--- config.mk ---
export PLATFORM = sky130hd
export DESIGN_NAME = if_id_elastic
export DESIGN_NICKNAME = d
export VERILOG_FILES = /design/src/rtl/if_id_pkg.sv /design/src/rtl/if_id_elastic_sat_counter.sv /design/src/rtl/if_id_elastic.sv
export SDC_FILE = /design/constraint.sdc
export NUM_CORES = 1
export LEC_CHECK = 0
export CAP_MARGIN = 5
export CORE_MARGIN = 2
export CORE_UTILIZATION = 46
export DETAILED_ROUTE_END_ITERATION = 8
export PLACE_DENSITY_LB_ADDON = 0.3
export SETUP_SLACK_MARGIN = 0.5
export SLEW_MARGIN = 20
export SYNTH_ARGS = -nofsm -noshare
export SYNTH_HDL_FRONTEND = slang
export SYNTH_SLANG_ARGS = --single-unit
--- constraint.sdc ---
create_clock -name CLK -period 2.4 [get_ports CLK]
set_input_delay 0.24 -clock CLK [delete_from_list [all_inputs] [get_ports CLK]]
set_output_delay 0.24 -clock CLK [all_outputs]
set_load 0.1 [all_outputs]
--- src/rtl/if_id_pkg.sv ---
// Shared types and defaults for the elastic IF/ID pipeline register.
// The entry struct is at the default widths; if_id_elastic builds a width-parametrised copy of it.
package if_id_pkg;

  localparam int INS_W_DEFAULT = 32;
  localparam int PC_W_DEFAULT  = 32;
  localparam logic [INS_W_DEFAULT-1:0] NOP_INSN_DEFAULT = 32'h0000_0000;

  typedef struct packed {
    logic [INS_W_DEFAULT-1:0] ins;
    logic [PC_W_DEFAULT-1:0]  pc;
    logic                     valid;
  } if_id_entry_t;

endpackage

--- src/rtl/if_id_elastic_sat_counter.sv ---
// Saturating up-counter. It sticks at all-ones and is cleared synchronously.
// It updates on the falling edge so that it lines up with the pipeline registers.
module sat_counter #(
  parameter int W = 16
) (
  input  logic         clk,
  input  logic         clear,
  input  logic         inc,
  output logic [W-1:0] count
);

  always_ff @(negedge clk) begin
    if (clear) begin
      count <= '0;
    end else if (inc && (count != '1)) begin
      count <= count + 1'b1;
    end
  end

endmodule

--- src/rtl/if_id_elastic.sv ---
// Elastic IF/ID register: valid/ready on both sides, main entry A and skid entry B, flush.
// The optional IF_ID_PERF_EN build adds saturating stall and bubble counters.
module if_id_elastic
  import if_id_pkg::*;
#(
  parameter int               INS_W    = INS_W_DEFAULT,
  parameter int               PC_W     = PC_W_DEFAULT,
  parameter logic [INS_W-1:0] NOP_INSN = INS_W'(NOP_INSN_DEFAULT),
  parameter int               CNT_W    = 16
) (
  input  logic             CLK,
  input  logic             RST,
  input  logic             in_valid,
  output logic             in_ready,
  input  logic [INS_W-1:0] ins,
  input  logic [PC_W-1:0]  next_pc,
  input  logic             flush,
  output logic             out_valid,
  input  logic             out_ready,
  output logic [INS_W-1:0] ins_out,
  output logic [PC_W-1:0]  next_pc_out
`ifdef IF_ID_PERF_EN
  ,
  output logic [CNT_W-1:0] stall_cnt,
  output logic [CNT_W-1:0] bubble_cnt
`endif
);

  typedef struct packed {
    logic [INS_W-1:0] ins;
    logic [PC_W-1:0]  pc;
    logic             valid;
  } entry_t;

  entry_t a_q;
  entry_t b_q;
  logic   push;
  logic   pop;

  // Both handshake outputs come straight from flops, so ready never ripples back to IF.
  assign in_ready    = !b_q.valid;
  assign out_valid   = a_q.valid;
  assign ins_out     = a_q.valid ? a_q.ins : NOP_INSN;
  assign next_pc_out = a_q.pc;

  assign push = in_valid & in_ready;
  assign pop  = out_valid & out_ready;

  always_ff @(negedge CLK) begin
    if (RST) begin
      a_q.valid <= 1'b0;
      a_q.ins   <= NOP_INSN;
      a_q.pc    <= '0;
      b_q.valid <= 1'b0;
    end else if (flush) begin
      a_q.valid <= 1'b0;
      b_q.valid <= 1'b0;
    end else if (push && pop) begin
      a_q.ins   <= ins;
      a_q.pc    <= next_pc;
      a_q.valid <= 1'b1;
    end else if (pop) begin
      // An empty B must not overwrite the pc that ID last saw.
      if (b_q.valid) begin
        a_q <= b_q;
      end else begin
        a_q.valid <= 1'b0;
      end
      b_q.valid <= 1'b0;
    end else if (push) begin
      if (!a_q.valid) begin
        a_q.ins   <= ins;
        a_q.pc    <= next_pc;
        a_q.valid <= 1'b1;
      end else begin
        b_q.ins   <= ins;
        b_q.pc    <= next_pc;
        b_q.valid <= 1'b1;
      end
    end
  end

`ifdef IF_ID_PERF_EN
  logic stall_inc;
  logic bubble_inc;

  assign stall_inc  = a_q.valid & !out_ready;
  assign bubble_inc = !a_q.valid & !flush & !RST;

  sat_counter #(.W(CNT_W)) u_stall_cnt (
    .clk   (CLK),
    .clear (RST),
    .inc   (stall_inc),
    .count (stall_cnt)
  );

  sat_counter #(.W(CNT_W)) u_bubble_cnt (
    .clk   (CLK),
    .clear (RST),
    .inc   (bubble_inc),
    .count (bubble_cnt)
  );
`endif

endmodule

==> Yosys cells after proc, flatten, opt, wreduce, memory -nomap -nowiden <==
Index checks and enable logic that the tools add are counted.
{ "classes": {"n_addsub": 0, "mul": 0, "div_mod_pow": 0, "n_lt_le_gt_ge": 0, "n_eq_ne": 2, "shifts": 0, "n_mux": 10, "bitwise_logic": 6, "n_reduce_logical": 9} }
{ "ops": {"columns": ["operator", "n"], "rows": [
  ["2-to-1 mux 65 bit", 4],
  ["2-to-1 mux 64 bit", 1],
  ["2-to-1 mux 32 bit", 1],
  ["AND reduction 6 bit", 1],
  ["2-to-1 mux 1 bit", 4],
  ["NOT 1 bit", 4],
  ["AND reduction 4 bit", 1],
  ["nonzero test 2 bit", 2],
  ["inequality test 3 x 1 -> 1 bit (second input constant)", 1],
  ["inequality test 3 x 2 -> 1 bit (second input constant)", 1],
  ["AND reduction 3 bit", 1],
  ["nonzero test 3 bit", 1],
  ["bitwise AND 1 bit", 2],
  ["OR reduction 2 bit", 1],
  ["logical AND 1 bit", 1],
  ["zero test 1 bit", 1]
]} }
{ "totals": {"ff_bits": 130, "latchBits": 0, "mem_bits_rw": 0, "romBits": 0, "out_inout_bits": 66, "word_cells": 33, "n_memories": 0} }

==> Longest topological paths before layout <==
Gate-level depths: netlist (run 1).
{ "logic_depth": {"depth_word": 5, "ltp_mapped": 6} }

==> run metrics, run 1 <==
CTS H-tree depth 4; Slew HR 64.88%; worst endpoint data arrival time 2560 ps; clk_skew 70.47 ps; drt via density 6.547; 1st-pass router iterations 7; DP Cell Count 782; P_leak 4.329 nW; Final Setup Violations 64; cell family with most CP delay flip-flops; largest net degree at the start of global routing 67; worst-path cell chain buf_12 > and2_4 > buf_12; status complete, but fails checks; CP bufs+invs 2; CTS Buf Count 17; Hold Violations, Final 0; PortBufs 134; PnR worst setup slack -403.5 ps; number of synthesized flops with an enable pin 64; crit-path max cell delay 400 ps; Max VDD drop 0.4583 mV; die width 119.2 um; Area contributors post-synth edfxtp_1, dfxtp_1, a311oi_2; final core utilization 87.01%; Synth top area share 31.47%; Die H 119.2 um; gate count after technology mapping 533; Post-Syn Area 6107 um2; All-Layer GR Usage 35.30%; total power draw 7.968 mW; initial antenna violation count 0; RSZ-0062 raised after global routing yes; ys flop type dfxtp_1; TritonCTS clock tree yes; synthesized flop and latch total 130; first-pass GRT wire length 37710 um; register area share after synthesis 53.10%; DP Area 8383 um2; synthesis-to-finish area growth 86.44%; DRC 0; non-filler cells, final 1013; GP Congestion 0.7739; Hold WS 561.5 ps; ratio of cells with drive above 1 in the final layout 48.15%; Syn Nets 602; Synth cell types 21; DRT Wirelength 27760 um; top-count cell post-synth dfxtp_1; synth cell count leaders dfxtp_1, a31oi_1, edfxtp_1, nand3_1, o21ai_0; Root Driver clkbuf_16; starting density of the core 46.67%; CTS Hold Bufs 0; Crit path top cell by count buf_12; largest area contributor in the netlist edfxtp_1; row cnt 42; detailed-route via count 6632; fraction of registers with async set/reset 0%; Core Box Area 13090 um2; post-route design area 11390 um2; # clock sinks 130; vias in the first global route 6853; CP required 2160 ps; Clock transition at path regs 50 ps; Power per Cell Area 699.8 nW/um2; setup_tns -13410 ps; critical path class flop to output port; Crit. End Element output port; startpoint types flop; Final HPWL DP 10750 um; worst hold path type flop to flop; failing checks setup timing; Die Area 14210 um2; CTS Buffer Depth 2; ANT cells 0; final slew viol count 0; GRT overflow 0; Synth Area per Inst 11.46 um2; drt initial violations 762; fin nets 894; IO Pins 135; max_cap viols 0; worst skew pair latency 520 ps; CP max-delay cell dfxtp_4; Worst-Margin Slew 526.8 ps; Yosys Warn Count 0; crit-path max FO 12; Setup WS pre-CTS -667.2 ps; Routed Antenna Nets 0; Avg WL per Cell 27.40 um
==> what timing repair did <==
| item | CTS | global route |
|---|---|---|
| pin swaps | 29 | 10 |
| gates cloned | 21 | 1 |
| endpoints found under the hold margin | 0 | 0 |
| endpoints found under the setup margin | 196 | 195 |
| setup buffers | 35 | 14 |
| gates resized for setup | 149 | 47 |
==> registers in the layout, summed over array words and instances (netlist names) <==
signal,count
b_q,65
a_q,32
next_pc_out,32
out_valid,1
==> cells in the final DEF (no fill, tap or decap), types with 2 or more instances in the layout <==
| cell | Yosys | routed |
|---|---|---|
| dfxtp_4 | 0 | 16 |
| bufinv_16 | 0 | 4 |
| buf_12 | 0 | 94 |
| inv_1 | 3 | 135 |
| nand3_1 | 64 | 42 |
| a31oi_1 | 64 | 30 |
| edfxtp_1 | 64 | 64 |
| nand3_2 | 0 | 15 |
| buf_4 | 36 | 42 |
| a31oi_2 | 0 | 12 |
| buf_6 | 8 | 12 |
| dfxtp_1 | 66 | 32 |
| and2_4 | 0 | 33 |
| nand3_4 | 0 | 7 |
| nand2b_4 | 0 | 2 |
| o21ai_0 | 64 | 59 |
| nor4_4 | 0 | 2 |
| clkdlybuf4s50_1 | 0 | 64 |
| a31oi_4 | 0 | 22 |
| buf_8 | 0 | 7 |
| o21ai_1 | 0 | 5 |
| a311oi_2 | 60 | 63 |
| clkinvlp_2 | 0 | 4 |
| dfxtp_2 | 0 | 18 |
| buf_16 | 0 | 22 |
| and3_4 | 0 | 2 |
| clkbuf_16 | 0 | 18 |
==> cells by family after synthesis <==
group | count (synthesis) | synth area share (%)
compound gates | 194 | 27.29
simple gates | 107 | 9.588
flops | 130 | 53.10
mux | 1 | 0.2458
buf+inv | 101 | 9.773
==> power breakdown <==
part | total, mW | leakage [nW] | internal (mW) | switching [mW]
Sequential | 2.50 | 1.14 | 2.42 | 0.0833
Clock | 3.90 | 0.990 | 2.00 | 1.90
Combinational | 1.57 | 2.20 | 0.686 | 0.879
==> routing by layer <==
metal / global-route usage [%] / vias up / part of all wire, %
li1: - / 2661 / -
met1: 38.41 / 3162 / 34
met2: 59.30 / 634 / 50
met3: 11.83 / 175 / 11
met4: 21.73 / 0 / 6.2
met5: 0 / - / 0
==> worst register-to-register path, stage by stage, from the launching register on <==
cell      delay (ps)
dfxtp_4          370
buf_12           150
buf_4            140
buf_4            120
buf_4            170
mux2_4           300
and3_4           210
buf_12           160
buf_12           130
buf_16           130
a311oi_4         220
==> area by class of cell <==
type | count | area [um2]
clock buffer | 17 | 425.4
timing repair buffer | 242 | 3709
fill | 506 | 1699
tap | 176 | 220.2
inverter | 2 | 13.76
multi-input combinational | 302 | 3037
clock inverter | 144 | 655.6
sequential | 130 | 3326
==> path summary, 6_finish.rpt <==
check                                       startpoint                      endpoint  slack [ps]  cells after the start
worst max-delay path            out_valid$_SDFFE_NP0P_                   ins_out[15]        -400                      3
worst min-delay path                 b_q[15]$_DFFE_NP_  next_pc_out[14]$_SDFFE_NP0P_         560                      2
worst max register to register  out_valid$_SDFFE_NP0P_          a_q[42]$_SDFFE_NP0P_         180                     10
worst min register to register       b_q[15]$_DFFE_NP_  next_pc_out[14]$_SDFFE_NP0P_         560                      2
Note: power is estimated with default switching activity, not from simulation.
==> run 2: changes to the inputs <==
Settings changed: CORE_MARGIN 2 to not set.
==> run metrics, run 2 (synthesis gave the netlist of run 1 again) <==
status complete, but fails checks; failing checks setup timing; GRT overflow 0 (unchanged); Hold WS 538.2 ps (-23.34 ps); first-pass GRT wire length 37360 um (-0.91%); crit-path max FO 11 (-1); CTS H-tree depth 4 (unchanged); 1st-pass router iterations 7 (unchanged); Largest register FFs 65 (unchanged); row cnt 41 (-2.4%); DRC 0 (unchanged); Reg2Reg Depth 6 (-4); IO Pins 135 (unchanged); PnR worst setup slack -428.3 ps (-24.79 ps); cell family with most CP delay flip-flops; P_leak 4.398 nW (+1.6%); clk_skew 60.57 ps (-9.907 ps); hold worst-path end a_q[42]$_SDFFE_NP0P_; Critical R2R Launch out_valid$_SDFFE_NP0P_; CP required 2160 ps (about the same); met2 Use GR 62.94% (+3.6 points); Crit path top cell by count buf_12; CP max-delay cell dfxtp_4; Min-Delay Path Depth 2 (unchanged); # fillers 410 (-19%); worst r2r dst next_pc_out[21]$_SDFFE_NP0P_; worst-path cell chain buf_12 > and2_4 > buf_12; ratio of cells with drive above 1 in the final layout 49.59% (+1.4 points); drt via density 6.711 (+2.5%); most common cell after layout, fill and taps aside inv_1; DRT Wirelength 29990 um (+8.1%); synthesis-to-finish area growth 88.51%; GR met3 Demand/Resource 13.29% (+1.5 points); Max VDD drop 0.6937 mV (+51%); startpoint types flop; All-Layer GR Usage 37.60% (+2.3 points); Core Box Area 12770 um2 (-2.4%); worst hold start b_q[42]$_DFFE_NP_; CTS Buffer Depth 2 (unchanged); fin nets 904 (+1.1%); CP bufs+invs 2 (unchanged); TritonCTS clock tree yes; largest net degree at the start of global routing 67 (unchanged); Root Driver clkbuf_16; Biggest register b_q; Routed Antenna Nets 0 (unchanged); max_cap viols 0 (unchanged); Power per Cell Area 693.6 nW/um2 (-0.90%); Setup WS pre-CTS -749.2 ps (-82.02 ps); GRT busiest layer met2; Final HPWL DP 10880 um (+1.2%); RSZ-0062 raised after global routing yes; CTS Buf Count 17 (unchanged); commonest non-fill, non-tap cells in the layout inv_1, buf_12, edfxtp_1, clkdlybuf4s50_1, a311oi_2; drt initial violations 910 (+19%); Die Area 13740 um2 (-3.3%); crit-path max cell delay 410 ps (about the same); worst skew pair latency 510 ps (about the same); worst hold path type flop to flop; Final Setup Violations 67 (+4.7%); GP Congestion 0.8068 (+4.3%); final slew viol count 0 (unchanged); Crit. End Element output port; Avg WL per Cell 29.40 um (+7.3%); starting density of the core 47.81% (+1.1 points); Die H 117.2 um (-1.7%); detailed-route via count 6845 (+3.2%); critical path class flop to output port; # clock sinks 130 (unchanged); Worst-Margin Slew 644.8 ps (+118.0 ps); Hold Violations, Final 0 (unchanged); PortBufs 134 (unchanged); vias in the first global route 6942 (+1.3%); die width 117.2 um (-1.7%); CTS Hold Bufs 0 (unchanged); initial antenna violation count 1 (+1); Clock transition at path regs 100 ps (+50 ps); R2R setup slack 370 ps (+190 ps); Slew HR 56.56% (-8.3 points); met1 GRT Util 40.03% (+1.6 points); worst endpoint data arrival time 2590 ps (+30 ps)
-- run 2: changes by cell type in the layout (fill, tap and decap cells not counted), moves of 4 or more --
cell | previous run | this run
nand3_1 | 42 | 29
a31oi_4 | 22 | 12
a31oi_1 | 30 | 39
buf_6 | 12 | 19
dfxtp_2 | 18 | 25
dfxtp_4 | 16 | 9
nand3_4 | 7 | 14
nand3_2 | 15 | 21
buf_12 | 94 | 98
buf_4 | 42 | 38
clkinv_4 | 1 | 5
-- run 2: worst register-to-register path, stage by stage, from the launching register on --
cell	delay, ps
dfxtp_4	410
buf_12	150
buf_4	190
nand2_4	130
buf_4	210
o21ai_0	530
a311oi_2	230
-- run 2: repair_timing --
item                       CTS  global route
setup endpoints to repair  196           196
pin swaps                   18            29
setup buffers               42            15
hold endpoints to repair     0             0
gates resized for setup    120            80
gates cloned                22             3
-- run 2: through the flow --
| step | total power, mW | util, % | TNS, ps | area, um2 | instances |
|---|---|---|---|---|---|
| 6_report | 7.985 | 90.13 | -14760 | 11510 | 1020 |
| 5_1_grt | 8.181 | 90.11 | -15620 | 11510 | 1019 |
| 4_1_cts | 7.367 | 84.76 | -11810 | 10830 | 1001 |
| 3_5_place_dp | 4.030 | 65.82 | -78940 | 8408 | 777 |
| 3_3_place_gp | 3.995 | 65.82 | -74050 | 8408 | 777 |
| 2_1_floorplan | 3.722 | - | -25500 | 6760 | 533 |
-- run 2: layout make-up --
type,count,area (um2),share of cell area (%)
Tap cell,172,215.2,1.869
Multi-Input combinational cell,302,3007,26.12
Clock inverter,144,625.6,5.434
Antenna cell,1,2.502,0.02174
Clock buffer,17,425.4,3.695
Sequential cell,130,3308,28.74
Timing Repair Buffer,252,3915,34.01
Inverter,2,13.76,0.1196
-- run 2: worst max-delay path by stage --
stage | startpoint | end | slack (ps) | cells after the start
floorplan | RST | b_q[10]$_DFFE_NP_ | -290 | 2
global placement | out_ready | a_q[38]$_SDFFE_NP0P_ | -630 | 5
detailed placement | out_ready | next_pc_out[23]$_SDFFE_NP0P_ | -750 | 6
CTS | out_valid$_SDFFE_NP0P_ | ins_out[11] | -360 | 3
global route | out_valid$_SDFFE_NP0P_ | ins_out[23] | -440 | 3
finish | out_valid$_SDFFE_NP0P_ | ins_out[23] | -430 | 3
-- run 2: power by group --
group,internal (mW),switching (mW),total [mW],leakage (nW)
combinational,0.716,0.907,1.62,2.29
sequential,2.42,0.0841,2.51,1.14
clock,1.81,2.04,3.86,0.976
total,4.95,3.03,7.98,4.40
-- run 2: layer usage --
| metal | routed length [um] | vias up |
|---|---|---|
| met3 | 3391 | 186 |
| li1 | - | 2674 |
| met5 | 0 | - |
| met4 | 1979 | 0 |
| met2 | 14460 | 712 |
| met1 | 10160 | 3273 |
==> run 3: changes to the inputs <==
--- a/config.mk
+++ b/config.mk
@@ -11,6 +11,8 @@
 export PLACE_DENSITY_LB_ADDON = 0.3
 export SETUP_SLACK_MARGIN = 0.5
+export SKIP_CTS_REPAIR_TIMING = 1
 export SLEW_MARGIN = 20
 export SYNTH_ARGS = -nofsm -noshare
 export SYNTH_HDL_FRONTEND = slang
+export SYNTH_HIERARCHICAL = 1
 export SYNTH_SLANG_ARGS = --single-unit
==> constraint.sdc (replaced) <==
create_clock -name CLK -period 2.4 [get_ports CLK]
set_input_delay 0.24 -clock CLK [delete_from_list [all_inputs] [get_ports CLK]]
set_output_delay 0.24 -clock CLK [all_outputs]
set_load 0.01 [all_outputs]
==> run metrics, run 3 <==
status complete, but fails checks; failing checks setup timing; crit path to ins_out[18]; Hold Violations, Final 0 (unchanged); number of synthesized flops with an enable pin 64 (unchanged); Area contributors post-synth edfxtp_1, dfxtp_1, a311oi_2; RSZ-0062 raised after global routing yes; Avg WL per Cell 22.63 um (-23%); synth cell count leaders dfxtp_1, a31oi_1, edfxtp_1, nand3_1, o21ai_0; max_cap viols 0 (unchanged); ys flop type dfxtp_1; # clock sinks 130 (unchanged); Core Box Area 12770 um2 (unchanged); Worst-Margin Slew 396.1 ps (-248.7 ps); die width 117.2 um (unchanged); worst r2r dst next_pc_out[12]$_SDFFE_NP0P_; Critical R2R Launch out_valid$_SDFFE_NP0P_; 1st-pass router iterations 5 (-2); critical path class flop to output port; Die H 117.2 um (unchanged); worst setup path startpoint out_valid$_SDFFE_NP0P_; worst-path cell chain buf_4 > and2_4 > clkbuf_2; crit-path max FO 4 (-7); worst hold path type flop to flop; GP Congestion 0.8133 (+0.81%); CTS H-tree depth 4 (unchanged); Power per Cell Area 697.7 nW/um2 (+0.59%); Synth Area per Inst 11.46 um2 (unchanged); largest area contributor in the netlist edfxtp_1; Synth top area share 31.47% (unchanged); Post-Syn Area 6107 um2 (unchanged); Root Driver clkbuf_16; startpoint types flop; register area share after synthesis 53.10% (unchanged); PortBufs 134 (unchanged); Reg2Reg Depth 7 (+1); final slew viol count 0 (unchanged); Final HPWL DP 10510 um (-3.4%); Max VDD drop 0.5313 mV (-23%); DRC 0 (unchanged); GRT overflow 0 (unchanged); final core utilization 77.88% (-12 points); post-route design area 9948 um2 (-14%); # fillers 730 (+78%); worst skew pair latency 490 ps (-20 ps); Clock transition at path regs 40 ps (-60 ps); largest net degree at the start of global routing 51 (-24%); initial antenna violation count 0 (-1); fraction of registers with async set/reset 0% (unchanged); synthesized flop and latch total 130 (unchanged); non-filler cells, final 986 (-3.3%); most common cell after layout, fill and taps aside inv_1; TritonCTS clock tree yes; Crit. End Element output port; clk_skew 28.66 ps (-31.91 ps); Largest register FFs 65 (unchanged); crit-path max cell delay 400 ps (about the same); vias in the first global route 5897 (-15%); fin nets 870 (-3.8%); Synth cell types 21 (unchanged); commonest non-fill, non-tap cells in the layout inv_1, buf_6, edfxtp_1; All-Layer GR Usage 26.93% (-11 points); DP Cell Count 786 (+1.2%); ratio of cells with drive above 1 in the final layout 43.00% (-6.6 points); row cnt 41 (unchanged); DP Area 7781 um2 (-7.5%); CTS Buf Count 17 (unchanged); Yosys Warn Count 6 (+6); first-pass GRT wire length 27930 um (-25%); drt initial violations 635 (-30%); drt via density 6.091 (-9.2%); gate count after technology mapping 533 (unchanged); starting density of the core 47.81% (unchanged); Die Area 13740 um2 (unchanged); worst endpoint data arrival time 2480 ps (-110 ps); ANT cells 0 (-1); R2R setup slack 540 ps (+170 ps); detailed-route via count 6006 (-12%); CP required 2160 ps (about the same); DRT Wirelength 22310 um (-26%); PnR worst setup slack -319.2 ps (+109.0 ps); CP max-delay cell dfxtp_4; Slew HR 73.59% (+17 points); synthesis-to-finish area growth 62.90%; IO Pins 135 (unchanged); Routed Antenna Nets 0 (unchanged); top-count cell post-synth dfxtp_1; Final Setup Violations 34 (-49%); Biggest register b_q; CTS Buffer Depth 2 (unchanged); P_leak 3.944 nW (-10%); Syn Nets 602 (unchanged)
run 3: stage by stage:
stage / worst slack (ps) / hold slack, ps / TNS (ps) / power, mW
CTS: -719.3 / 550.2 / -44180 / 6.688
detailed placement: -584.4 / 545.4 / -77030 / 3.581
floorplan: -289.8 / 517.4 / -18540 / 3.275
finish: -319.2 / 558.2 / -9342 / 6.941
global placement: -529.2 / 526.6 / -71830 / 3.557
global route: -366.0 / 572.3 / -10770 / 7.246
run 3: kinds of logic after synthesis:
family                 count (synthesis)  share of synthesized area, %
DFF                                  130                         53.10
AOI/OAI and AO/OA                    194                         27.29
buffers and inverters                101                         9.773
and+or+nand+nor                      107                         9.588
muxes                                  1                        0.2458
run 3: layout make-up:
class / instances / area [um2] / share of cell area (%)
multi-input cells: 304 / 2711 / 27.25
clock buffers: 17 / 425.4 / 4.276
well taps: 172 / 215.2 / 2.163
repair buffers: 216 / 2679 / 26.93
flip-flops and latches: 130 / 3288 / 33.05
inverters: 2 / 7.507 / 0.07546
clock inverters: 145 / 621.8 / 6.251
run 3: worst min-delay path by stage:
stage,from,endpoint,cells after the start
6_report,next_pc_out[17]$_SDFFE_NP0P_,next_pc_out[17]$_SDFFE_NP0P_,2
2_1_floorplan,a_q[49]$_SDFFE_NP0P_,a_q[49]$_SDFFE_NP0P_,2
3_5_place_dp,a_q[50]$_SDFFE_NP0P_,a_q[50]$_SDFFE_NP0P_,2
3_3_place_gp,a_q[50]$_SDFFE_NP0P_,a_q[50]$_SDFFE_NP0P_,2
4_1_cts,a_q[50]$_SDFFE_NP0P_,a_q[50]$_SDFFE_NP0P_,2
5_1_grt,next_pc_out[16]$_SDFFE_NP0P_,next_pc_out[16]$_SDFFE_NP0P_,2
run 3: critical path: cells and delay by family (launching register included):
family	cells	cell delay, ps
AND/OR/NAND/NOR	1	150
buffers and inverters	2	280
flip-flops	1	400
run 3: where the power goes:
group | internal, mW | total [mW] | switching [mW]
Sequential | 2.43 | 2.50 | 0.0640
Combinational | 0.500 | 0.960 | 0.460
Clock | 1.73 | 3.48 | 1.76
run 3: metal layers:
| layer | share of wire, % | track usage (%) | vias up | routed length (um) |
|---|---|---|---|---|
| met5 | 0 | 0 | - | 0 |
| met3 | 9.2 | 10.50 | 73 | 2052 |
| met1 | 37 | 30.14 | 2917 | 8271 |
| met2 | 51 | 44.08 | 420 | 11360 |
| met4 | 2.8 | 14.85 | 0 | 620 |
| li1 | - | - | 2596 | - |
